==> src/rtl/qlog2_pkg.sv <==
// qlog2_pkg: shared types, iteration count and leading-one detect for qlog2_seq (QLOG2_ROUND_EN adds a guard iteration)
package qlog2_pkg;

    typedef enum logic [2:0] {IDLE, NORM, SQUARE, FIX, DONE} state_t;

    localparam int Q_DEF = 8;
    localparam int N_DEF = 16;

`ifdef QLOG2_ROUND_EN
    localparam int GUARD = 1;
`else
    localparam int GUARD = 0;
`endif

    localparam int ITERS = Q_DEF + GUARD;
    localparam int CNT_W = $clog2(ITERS + 1);

    function automatic int lod(input logic [31:0] v);
        int p;
        p = 0;
        for (int i = 0; i < 32; i++) if (v[i]) p = i;
        return p;
    endfunction

endpackage

==> src/rtl/qmult.sv <==
// qmult: combinational sign-magnitude Q-format multiplier with truncated fraction and overflow flag
module qmult #(
    parameter int Q = 8,
    parameter int N = 16
) (
    input  logic         ena,
    input  logic [N-1:0] a,
    input  logic [N-1:0] b,
    output logic [N-1:0] result,
    output logic         ovr
);

    logic [2*N-3-Q:0] sh;

    assign sh     = (2*N-2-Q)'(((2*N-2)'(a[N-2:0]) * (2*N-2)'(b[N-2:0])) >> Q);
    assign result = ena ? {a[N-1] ^ b[N-1], sh[N-2:0]} : '0;
    assign ovr    = ena & (|sh[2*N-3-Q:N-1]);

endmodule

==> src/rtl/qlog2_seq.sv <==
// qlog2_seq: sequential log2 by normalise + repeated squaring; QLOG2_ROUND_EN adds a guard bit and round-half-up
module qlog2_seq
    import qlog2_pkg::*;
#(
    parameter int Q = Q_DEF,
    parameter int N = N_DEF
) (
    input  logic         clk,
    input  logic         rst_n,
    input  logic         i_valid,
    output logic         o_ready,
    input  logic [N-1:0] i_x,
    output logic         o_valid,
    input  logic         i_ready,
    output logic [N-1:0] o_result,
    output logic         o_err
);

    localparam int IT = Q + GUARD;
    localparam int CW = $clog2(IT + 1);

    state_t              state, next;
    logic [N-1:0]        x, sq_p;
    logic signed [N-1:0] k, r;
    logic [N-2:0]        y, y_n;
    logic [CW-1:0]       cnt;
    logic [IT-1:0]       frac;
    logic                sq_ovr, hi, err;
    int                  p;

    qmult #(.Q(Q), .N(N)) u_sq (
        .ena    (1'b1),
        .a      ({1'b0, y}),
        .b      ({1'b0, y}),
        .result (sq_p),
        .ovr    (sq_ovr)
    );

    assign o_ready = state == IDLE;
    assign o_valid = state == DONE;

    // normalisation, squaring decision and final fixed-point sum (overflow implies a value >= 2)
    always_comb begin
        p   = lod(32'(x[N-2:0]));
        err = x[N-1] | ~(|x[N-2:0]);
        y_n = (p >= Q) ? x[N-2:0] >> (p - Q) : x[N-2:0] << (Q - p);
        hi  = sq_p[Q+1] | sq_ovr;
`ifdef QLOG2_ROUND_EN
        r   = (k <<< Q) + N'(frac[IT-1:1]) + N'(frac[0]);
`else
        r   = (k <<< Q) + N'(frac);
`endif
    end

    // next-state logic
    always_comb begin
        next = state;
        case (state)
            IDLE:    next = i_valid ? NORM : IDLE;
            NORM:    next = err ? DONE : SQUARE;
            SQUARE:  next = (cnt == CW'(IT - 1)) ? FIX : SQUARE;
            FIX:     next = DONE;
            DONE:    next = i_ready ? IDLE : DONE;
            default: next = IDLE;
        endcase
    end

    // state register
    always_ff @(posedge clk) begin
        if (!rst_n) state <= IDLE;
        else        state <= next;
    end

    // datapath: capture, normalise, shift result bits in MSB-first, convert to sign-magnitude
    always_ff @(posedge clk) begin
        if (!rst_n) begin
            x        <= '0;
            y        <= '0;
            k        <= '0;
            cnt      <= '0;
            frac     <= '0;
            o_result <= '0;
            o_err    <= 1'b0;
        end else begin
            case (state)
                IDLE: if (i_valid) x <= i_x;
                NORM: begin
                    if (err) begin
                        o_err    <= 1'b1;
                        o_result <= '0;
                    end else begin
                        y    <= y_n;
                        k    <= N'(p - Q);
                        cnt  <= '0;
                        frac <= '0;
                    end
                end
                SQUARE: begin
                    y    <= hi ? sq_p[N-1:1] : sq_p[N-2:0];
                    frac <= {frac[IT-2:0], hi};
                    cnt  <= cnt + CW'(1);
                end
                FIX: begin
                    o_result <= r[N-1] ? {1'b1, (N-1)'(-r)} : r;
                    o_err    <= 1'b0;
                end
                default: ;
            endcase
        end
    end

endmodule
==> config.mk <==
export PLATFORM = sky130hd
export DESIGN_NAME = qlog2_seq
export DESIGN_NICKNAME = d
export VERILOG_FILES = /design/src/rtl/qlog2_pkg.sv /design/src/rtl/qmult.sv /design/src/rtl/qlog2_seq.sv
export SDC_FILE = /design/constraint.sdc
export NUM_CORES = 1
export LEC_CHECK = 0
export ABC_AREA = 1
export CAP_MARGIN = 25
export CORE_MARGIN = 2
export CORE_UTILIZATION = 55
export DETAILED_ROUTE_END_ITERATION = 10
export MAX_ROUTING_LAYER = met4
export PLACE_DENSITY = 0.79
export SYNTH_ARGS = -nofsm -noshare
export SYNTH_HDL_FRONTEND = slang
export SYNTH_SLANG_ARGS = --single-unit
==> constraint.sdc <==
create_clock -name clk -period 8.75 [get_ports clk]
set_input_delay 1.3125 -clock clk [delete_from_list [all_inputs] [get_ports clk]]
set_output_delay 1.3125 -clock clk [all_outputs]
set_load 0.01 [all_outputs]
==> results.ini, run 1 <==
[setup_path]
arrival_ns = 7.32
crit_path_top_delay_cell = dfxtp_1
worstPathRequired_ns = 8.97
crit_family = adder cells
cp-start-kind = register
end_kind = register
critPathMaxFanout = 17
crit_buf_inv = 8
crit_top_cell = inv_1
crit_type = register to register
max_stage_delay_ns = 0.92

[flow_run]
drv_cap = 0

[detailed_routing]
ant_nets = 0
post_drt_wl_per_cell_um = 14.78
wirelength_um = 25550
drtIter0Drc = 654
num_vias = 9172
avgViaCountPerCell = 5.305
post-route-drc-count = 0
first_pass_iters = 5

[cts]
hold_buffers = 0
clkSinkCount = 67
post_cts_resized = 0
clk_pin_slew_ns = 0.06
worst_skew_pair.late_latency_ns = 0.33
numCtsBuffers = 9
clockBufferDepth = 2
cts-root-buf = clkbuf_16
cts_setup_buffers = 0
cts-htree-levels = 3
cts_tree = done

[layout]
multi_input_area_mm2 = 0.007652
diodes = 0
final-seq-area_mm2 = 0.001341
final_area_mm2 = 0.01137
stdcell_count = 1729
num-fill-cells = 1708
layout-drive-gt1-share_pct = 4.013
nets = 1743
syn_to_final_growth_pct = 8.245

[logic_synthesis]
synth.yosys.seq_area_share_pct = 12.77
syn-num-nets = 1734
synth_edf_count = 0
avgSynthCellArea_um2 = 7.091
synth-seq-cells = 67
yosysUniqueCellTypes = 47
async_flop_share_pct = 0
synth_top_area_share_pct = 26.12
synth_ff_type = dfxtp_1
synth_top_area_cell = fa_1
ys_warn_count = 0
synth.area.top_cells = fa_1 26%, dfxtp_1 13%, nand2_1 12%
synth_area_mm2 = 0.01050
syn_inst = 1481

[floorplan]
initial_core_util_pct = 56.14
dieHeight_um = 142.2
die_area_mm2 = 0.02022
row_count = 50
coreArea_mm2 = 0.01871
fp.dieW_um = 142.2
io_pins = 39

[global_route]
antenna_found_initial = 0
grt_pass1_vias = 9257
grt.total_usage_pct = 27.63
gr-total-overflow = 0
grt_start_max_net_pins = 37
grt_pass1_wl_um = 43780

[timing]
setup_viol_count_final = 0
drv_slew = 0
hold_ws_ns = 0.4388
tightest_slew_ns = 1.069
fmax_ghz = 0.1408
finalHoldViolations = 0
slew_headroom_pct = 28.49
clock_skew_ns = 0.005425
tns_ns = 0
min_period_ns = 7.101
fin_crit_sh_pct = 81.16
grt_setup_unrepaired = no

[outcome]
status = complete, no violations

[placed_design]
gp_congestion = 0.9785
dp_cells = 1713
place_area_mm2 = 0.01102
hpwl_um = 20530
io_buffers = 38

[power_and_ir_drop]
max-vdd-ir-drop_uv = 122.8
p_leak_nw = 6.178
p_per_area_mw_per_mm2 = 151.8

[min_path]
min_path_type = register to register

[cell type report]
class | instances | area share [%]
clock buffers | 10 | 2.102
clock inverters | 6 | 0.9796
inverters | 349 | 11.55
multi-input cells | 1020 | 67.32
flip-flops and latches | 67 | 11.80
well taps | 234 | 2.576
repair buffers | 43 | 3.676
[power by group]
group | internal [mW] | switching [mW] | total, mW
combinational | 0.303 | 0.591 | 0.894
sequential | 0.329 | 0.0772 | 0.406
clock | 0.287 | 0.139 | 0.425
total | 0.919 | 0.806 | 1.73
[logic make-up (layout without fill, tap and decap cells)]
logic type | after synthesis | count (layout) | share of synthesized area, %
AOI/OAI and AO/OA | 227 | 227 | 11.91
xor gates and xnor gates | 31 | 31 | 2.585
adders and majority gates | 233 | 233 | 37.56
buffers and inverters | 394 | 408 | 14.40
DFF | 67 | 67 | 12.77
and+or+nand+nor | 529 | 529 | 20.77
[registers in the layout (all words and copies together), names as in the netlist]
signal and flops:
o_result 16, x 16, y 15, frac 8, cnt 4, k 4, state 3, o_err 1
[cells in the final DEF, fill, tap and decap left out, drive strengths merged, types with 4 or more instances in the layout]
cell type,Yosys,layout
o21ai,91,91
inv,344,345
o21bai,8,8
clkbuf,35,10
nor3,14,14
clkdlybuf4s50,0,38
a21oi,103,103
dfxtp,67,67
o21a,4,4
ha,96,96
xnor2,15,15
a31oi,6,6
fa,137,137
nand4,9,9
buf,10,5
o211ai,4,4
clkinv,5,6
xor2,16,16
nor2,96,96
nand3,56,56
nand2,348,348
[worst reg2reg max path, delay by kind of cell, from the launching register on]
family | cells | cell delay (ns)
xor gates and xnor gates | 2 | 0.30
buffers and inverters | 8 | 0.74
adders and majority gates | 7 | 3.00
and+or+nand+nor | 13 | 2.01
DFF | 1 | 0.92
[Yosys cell counts, types with 2 or more instances]
library cell  number
ha_1              96
nor4_1             2
nand2_4            2
o21ai_0           66
nor3_1            13
clkinv_1           5
nor2_4             2
o21a_1             4
nor2_1            90
or2_2              2
inv_2              9
nand2_2            8
a31oi_1            6
o21bai_1           7
xor2_1            16
buf_1              2
a21oi_1          100
nand3_1           55
xnor2_1           15
nand2_1          338
o21ai_1           24
o211ai_1           4
dfxtp_1           67
a21o_1             3
a21oi_2            3
buf_2              4
nor2_2             4
buf_6              3
a211oi_1           2
nand4_1            9
fa_1             137
clkbuf_1          35
inv_1            334
[metrics by stage]
stage	total power, mW	util, %	setup slack (ns)
after floorplan	1.081	-	2.545
after global routing	1.870	60.77	1.334
after global placement	1.271	58.90	1.926
after detailed placement	1.287	58.90	1.821
after CTS	1.719	60.77	1.794
final	1.725	60.77	1.649
[layer usage]
layer  part of all wire, %  global-route usage [%]  up-vias
met5                     0                       -        -
met4                   2.2                   7.632        0
met3                   6.3                   2.826       50
met2                    48                   46.40      308
met1                    43                   35.80     4280
li1                      -                       -     4534
[final timing paths]
path,start,end,slack (ns),depth (start not counted)
min reg2reg,o_result[12]$_SDFFE_PN0P_,o_result[12]$_SDFFE_PN0P_,0.44,2
max reg2reg,y[9]$_SDFFE_PN0P_,y[13]$_SDFFE_PN0P_,1.65,30
max,y[9]$_SDFFE_PN0P_,y[13]$_SDFFE_PN0P_,1.65,30
min,o_result[12]$_SDFFE_PN0P_,o_result[12]$_SDFFE_PN0P_,0.44,2
Note: power is estimated with default switching activity, not from simulation.
==> inputs of run 2 (changes only) <==
Clock period 8.75 ns to 7.37 ns, I/O delays scaled along.
==> run 2 against run 1 <==
Compared with the run above:
- routed wire length decreased by 1.4%
- clock power grew 5.9%
- sequential cell count is the same
- first-iteration DRC count is 2.6% lower
- fmax rose by 3.2%
- global-route usage fell by 0.84 points
- count of clock-buffer cells in the layout is 1 lower
- largest cell class unchanged
- largest power group unchanged
==> results.ini, run 2 (same netlist as run 1, synthesis figures left out) <==
[cts]
cts_tree = done
worst_skew_pair.late_latency_ns = 0.34
numCtsBuffers = 9
clk_pin_slew_ns = 0.06
cts-root-buf = clkbuf_16
clkSinkCount = 67
hold_buffers = 0
clockBufferDepth = 2
cts-htree-levels = 3
cts_setup_buffers = 0
post_cts_resized = 0

[layout]
syn_to_final_growth_pct = 8.555
stdcell_count = 1738
final_common_cell = nand2_1
layout-drive-gt1-share_pct = 4.588
diodes = 0
top_regs = o_result x16, x x16, y x15
nets = 1752
final_cell_mix = 338 x nand2_1, 334 x inv_1, 137 x fa_1, 100 x a21oi_1, 96 x ha_1

[floorplan]
io_pins = 39
dieHeight_um = 142.2
die_area_mm2 = 0.02022
fp.dieW_um = 142.2
coreArea_mm2 = 0.01871
initial_core_util_pct = 56.14
row_count = 50

[setup_path]
end_kind = register
cp-start-kind = register
r2r.worst_path.cells = 28
crit_type = register to register
timing.rr.start = y[13]$_SDFFE_PN0P_
max_stage_delay_ns = 0.79
arrival_ns = 7.11
critPathMaxFanout = 17
crit_path_top_delay_cell = dfxtp_1
reg2reg_slack_ns = 0.49
worstPathRequired_ns = 7.60
rr_endpoint = y[0]$_SDFFE_PN0P_
crit_top_cell = fa_1

[placed_design]
dp_cells = 1721
hpwl_um = 20590
io_buffers = 38
gp_congestion = 1.044
pre_cts_ws_ns = 0.5746

[detailed_routing]
first_pass_iters = 5
drtIter0Drc = 637
ant_nets = 0
wirelength_um = 25200
post-route-drc-count = 0
post_drt_wl_per_cell_um = 14.50
num_vias = 9285
avgViaCountPerCell = 5.342

[timing]
tns_ns = 0
setup_viol_count_final = 0
setup_ws_ns = 0.4905
fin_crit_sh_pct = 93.34
min_period_ns = 6.880
finalHoldViolations = 0
slew_headroom_pct = 41.44
grt_setup_unrepaired = no
fmax_ghz = 0.1454
clock_skew_ns = 0.009242
tightest_slew_ns = 0.8763
drv_slew = 0
hold_ws_ns = 0.4417

[min_path]
min_path_cells = 2
min_to = o_result[14]$_SDFFE_PN0P_
min_from = o_result[14]$_SDFFE_PN0P_
min_path_type = register to register

[outcome]
status = complete, no violations

[global_route]
grt.total_usage_pct = 26.79
antenna_found_initial = 0
grt_pass1_wl_um = 42680
gr-total-overflow = 0
grt_pass1_vias = 8996
grt_start_max_net_pins = 37

[power_and_ir_drop]
p_per_area_mw_per_mm2 = 174.9
max-vdd-ir-drop_uv = 141.7
p_leak_nw = 6.210
finalPower_mw = 1.994

[flow_run]
drv_cap = 0

run 2: changes by cell type in the layout (fill, tap and decap cells not counted):
cell / before / now
bufinv_16: 3 / 1
clkinv_4: 0 / 2
clkinvlp_4: 1 / 0
buf_4: 5 / 13
clkinv_2: 1 / 0
buf_8: 0 / 1
clkbuf_8: 1 / 0
inv_6: 1 / 4
run 2: layout make-up:
cell class / instances / area [um2]
Clock buffer: 9 / 225.2
Clock inverter: 7 / 82.58
Fill cell: 1705 / 7306
Inverter: 349 / 1313
Multi-Input combinational cell: 1020 / 7652
Sequential cell: 67 / 1341
Tap cell: 234 / 292.8
Timing Repair Buffer: 52 / 493.0
run 2: routing by layer:
layer | wire length, um | vias up | track usage, %
li1 | - | 4542 | -
met1 | 11240 | 4365 | 36.47
met2 | 11890 | 333 | 43.55
met3 | 1482 | 45 | 1.985
met4 | 575 | 0 | 7.263
met5 | 0 | - | -
run 2: where the power goes:
part / internal [mW] / switching (mW) / leakage, nW
combinational: 0.367 / 0.716 / 5.51
clock: 0.268 / 0.182 / 0.151
sequential: 0.390 / 0.0707 / 0.546
total: 1.03 / 0.969 / 6.21
run 2: worst max-delay path: cells and delay by family, from the launching register on:
family | cells | cell delay, ns
and+or+nand+nor | 13 | 1.72
AOI/OAI and AO/OA | 2 | 0.26
DFF | 1 | 0.79
xor gates and xnor gates | 2 | 0.30
buffers and inverters | 4 | 0.33
adders and majority gates | 7 | 3.39
run 2: how the worst max path moves through the flow:
| stage | depth (start not counted) | start | endpoint | slack [ns] |
|---|---|---|---|---|
| after floorplan | 30 | y[12]$_SDFFE_PN0P_ | y[7]$_SDFFE_PN0P_ | 1.17 |
| after global placement | 30 | y[12]$_SDFFE_PN0P_ | y[13]$_SDFFE_PN0P_ | 0.67 |
| after detailed placement | 30 | y[13]$_SDFFE_PN0P_ | y[13]$_SDFFE_PN0P_ | 0.57 |
| after CTS | 30 | y[13]$_SDFFE_PN0P_ | y[13]$_SDFFE_PN0P_ | 0.52 |
| after global routing | 28 | y[13]$_SDFFE_PN0P_ | y[0]$_SDFFE_PN0P_ | 0.14 |
| final | 28 | y[13]$_SDFFE_PN0P_ | y[0]$_SDFFE_PN0P_ | 0.49 |
run 2: per-stage QoR:
stage / cell area, um2 / util (%)
after global routing: 11400 / 60.94
final: 11400 / 60.94
after CTS: 11380 / 60.86
after detailed placement: 11080 / 59.22
after floorplan: 10500 / -
after global placement: 11080 / 59.22
==> patch 1, RTL diff (flow settings as in run 1) <==
Add a define of `QLOG2_ROUND_EN`.
--- a/src/rtl/qlog2_pkg.sv
+++ b/src/rtl/qlog2_pkg.sv
@@ -1,3 +1,5 @@
 // qlog2_pkg: shared types, iteration count and leading-one detect for qlog2_seq (QLOG2_ROUND_EN adds a guard iteration)
+`define QLOG2_ROUND_EN
+
 package qlog2_pkg;
 
Check against the original RTL: same outputs for any inputs over 10 cycles, from zero or initial values and one cycle with rst_n low; that may be too few to reach the edited logic, so the function may still have changed.
==> patch 1 against run 1 <==
- worst setup slack got worse by 0.23 ns
- final area rose by 4.4%
- non-clock buffer count rose by 3
- sequential cell count rose by 1
- critical path depth fell by 6
- clock skew rose by 0.0026 ns
- area after synthesis rose by 4.6%
- power fell by 17%
- routed wire length fell by 0.34%
- largest cell class unchanged
==> patch 1: results (changes against run 1) <==
[run_status]
outcome = complete, no violations  ; unchanged

[global_route]
grt.met3_usage = 0.0195  ; was 0.0283
grt_pass1_vias = 9711  ; was 9,257
grt_usage = 0.255  ; was 0.276
grt_util_met2 = 0.447  ; was 0.464
grt_pass1_wl_um = 44200  ; was 43,800 um
grt_max_degree = 38  ; was 37

[setup_path]
cp-startpoint = y[5]$_SDFFE_PN0P_  ; was y[9]$_SDFFE_PN0P_
reg2reg_slack_ns = 1.42  ; was 1.65 ns
crit_end = y[8]$_SDFFE_PN0P_  ; was y[13]$_SDFFE_PN0P_
reg2regPathDepth = 24  ; was 30
cpPeakStageDelay_ns = 0.95  ; was 0.92 ns
cp.arrival_ns = 7.61  ; was 7.32 ns

[worst_hold_path]
whs_endpoint = o_result[13]$_SDFFE_PN0P_  ; was o_result[12]$_SDFFE_PN0P_

[logic_synthesis]
ys_seq_area_frac = 0.124  ; was 0.128
synthTopCellsByCount = inv_1, nand2_1, fa_1  ; was nand2_1, inv_1, fa_1
synth.distinct_cells = 48  ; was 47

[detailed_routing]
routedLengthMet1_um = 11200  ; was 11,100 um
wl_met2_um = 12700  ; was 12,300 um
met3WireLength_um = 1150  ; was 1620 um
via_per_inst = 5.22  ; was 5.30
vias = 9587  ; was 9,172
drtIter0Drc = 683  ; was 654

[placement]
hpwlAfterDp_um = 20600  ; was 20,500 um
place_inst = 1820  ; was 1,713

[layout]
fill_cells = 1808  ; was 1,708
multi_input_area_sq_um = 7970  ; was 7650 sq um
multi_input_gates = 1061  ; was 1,020
n_all_buffers = 46  ; was 43
layout.area.seq_sq_um = 1360  ; was 1340 sq um

[power_and_ir_drop]
ir_drop_mv = 0.150  ; was 0.123 mV
comb-power_mw = 0.640  ; was 0.894 mW
switching_share = 0.437  ; was 0.468

[sta]
clock_skew_ns = 0.00806  ; was 0.00542 ns

[patch 1: cell types whose count changed after synthesis, moves of 7 or more]
cell,run 1,this run
nand2_2,8,0
clkbuf_1,35,43
nor2_1,90,72
inv_1,334,373
nand3_1,55,95
xor2_1,16,25
a21oi_1,100,93
nand2_1,338,357
o21ai_1,24,4
[patch 1: per-stage QoR]
| stage | hold WS, ns | setup slack [ns] | util | total power [mW] |
|---|---|---|---|---|
| 2_1_floorplan | 0.441 | 2.49 | - | 0.874 |
| 3_3_place_gp | 0.429 | 1.70 | 0.591 | 1.02 |
| 3_5_place_dp | 0.440 | 1.54 | 0.591 | 1.02 |
| 4_1_cts | 0.451 | 1.52 | 0.608 | 1.44 |
| 5_1_grt | 0.484 | 1.05 | 0.608 | 1.55 |
| 6_report | 0.450 | 1.42 | 0.608 | 1.44 |
[patch 1: tightest hold or removal path, cell delays in order, from the launching register on]
cell     delay [ns]
dfxtp_1        0.31
nand2_1        0.06
nor2_1         0.03
==> patch 2, RTL diff (flow settings as in run 1) <==
Without the edit above. Encoding of `state_t`: now one-hot (5 bits for 5 states).
--- a/src/rtl/qlog2_pkg.sv
+++ b/src/rtl/qlog2_pkg.sv
@@ -2,5 +2,5 @@
 package qlog2_pkg;
 
-    typedef enum logic [2:0] {IDLE, NORM, SQUARE, FIX, DONE} state_t;
+    typedef enum logic [4:0] {IDLE = 5'b00001, NORM = 5'b00010, SQUARE = 5'b00100, FIX = 5'b01000, DONE = 5'b10000} state_t;
 
     localparam int Q_DEF = 8;
Check against the original RTL: same outputs for any inputs over 10 cycles, from zero or initial values and one cycle with rst_n low; not proved beyond that.
==> patch 2 against run 1 <==
- final area up 1.5%
- critical path type unchanged
- worst setup slack worse by 0.098 ns
- hold slack worse by 0.00095 ns
- largest cell class unchanged
- routed wire length shrank 6.3%
- global-route usage down 2.4 points
- cell count up 1.7%
- area after synthesis is 2.1% higher
- sequential cell count grew 2
- maximum frequency is 1.4% lower
Power is not compared: it rests on default switching activity, and its combinational part moved more than twofold at a synthesized area within 25%.
==> patch 2: results (changes against run 1) <==
[run_status]
outcome = complete, no violations  ; unchanged

[setup_path]
reg2reg_slack_ns = 1.55  ; was 1.65 ns
cp_max_fo = 16  ; was 17
r2r-start = y[8]$_SDFFE_PN0P_  ; was y[9]$_SDFFE_PN0P_
cpPeakStageDelay_ns = 0.90  ; was 0.92 ns
cp.arrival_ns = 7.39  ; was 7.32 ns
crit_family = adder cells  ; unchanged
reg2regPathDepth = 25  ; was 30

[logic_synthesis]
synthTopCellsByCount = inv_1, nand2_1, fa_1  ; was nand2_1, inv_1, fa_1
synth_compound_area_frac = 0.100  ; was 0.119
synth_nets = 1742  ; was 1,734
synthCells = 1490  ; was 1,481
ys_top_cells_by_area = fa_1, dfxtp_1, inv_1  ; was fa_1, dfxtp_1, nand2_1
synth_adder_area_share = 0.367  ; was 0.376
synth_mux_area_frac = 0.000934  ; was 0
synth-main-ff-cell = dfxtp_1  ; unchanged
synth_xor_xnor_area_share = 0.0293  ; was 0.0259

[sta]
relSlewSlack = 0.370  ; was 0.285
timing.fmax_ghz = 0.139  ; was 0.141 GHz
hold_ws_ns = 0.438  ; was 0.439 ns

[placement]
routabilityCongestion = 0.909  ; was 0.979
place_ws_ns = 1.55  ; was 1.82 ns

[detailed_routing]
wl_per_cell_um = 13.6  ; was 14.8 um
routedLengthMet1_um = 10700  ; was 11,100 um
met3WireLength_um = 1160  ; was 1620 um
drtIter0Drc = 617  ; was 654
wl_met2_um = 11400  ; was 12,300 um
wl_um = 23900  ; was 25,500 um

[global_route]
grt_pass1_wl_um = 41200  ; was 43,800 um
grt_pass1_vias = 9075  ; was 9,257
grt_max_degree = 40  ; was 37
grt_usage = 0.252  ; was 0.276

[layout]
fill_cells = 1756  ; was 1,708
drive_gt1_frac = 0.0455  ; was 0.0401

[worst_hold_path]
whs_endpoint = o_result[12]$_SDFFE_PN0P_  ; unchanged

-- patch 2: cell count changes after synthesis, sizes merged, moves of 7 or more --
| cell | before | now |
|---|---|---|
| o21ai | 91 | 68 |
| nor2 | 96 | 57 |
| nand3 | 56 | 94 |
| a21oi | 103 | 91 |
| inv | 344 | 351 |
-- patch 2: cell type report --
cell class                      instances  area, sq um  share of cell area
Clock inverter                          3         42.5             0.00369
Timing Repair Buffer                   42          410              0.0356
Inverter                              354         1330               0.115
Sequential cell                        69         1380               0.120
Tap cell                              265          332              0.0288
Clock buffer                           13          270              0.0234
Multi-Input combinational cell       1012         7770               0.674
-- patch 2: power by group --
part / internal, mW / switching [mW] / leakage, nW
logic: 0.132 / 0.294 / 5.71
registers: 0.327 / 0.0272 / 0.560
clock network: 0.243 / 0.131 / 0.152
total: 0.703 / 0.452 / 6.42
-- patch 2: layer usage --
layer	vias to the layer above	global-route usage
li1	4554	-
met3	50	0.0243
met5	-	-
met1	4325	0.329
met2	248	0.413
met4	0	0.0841
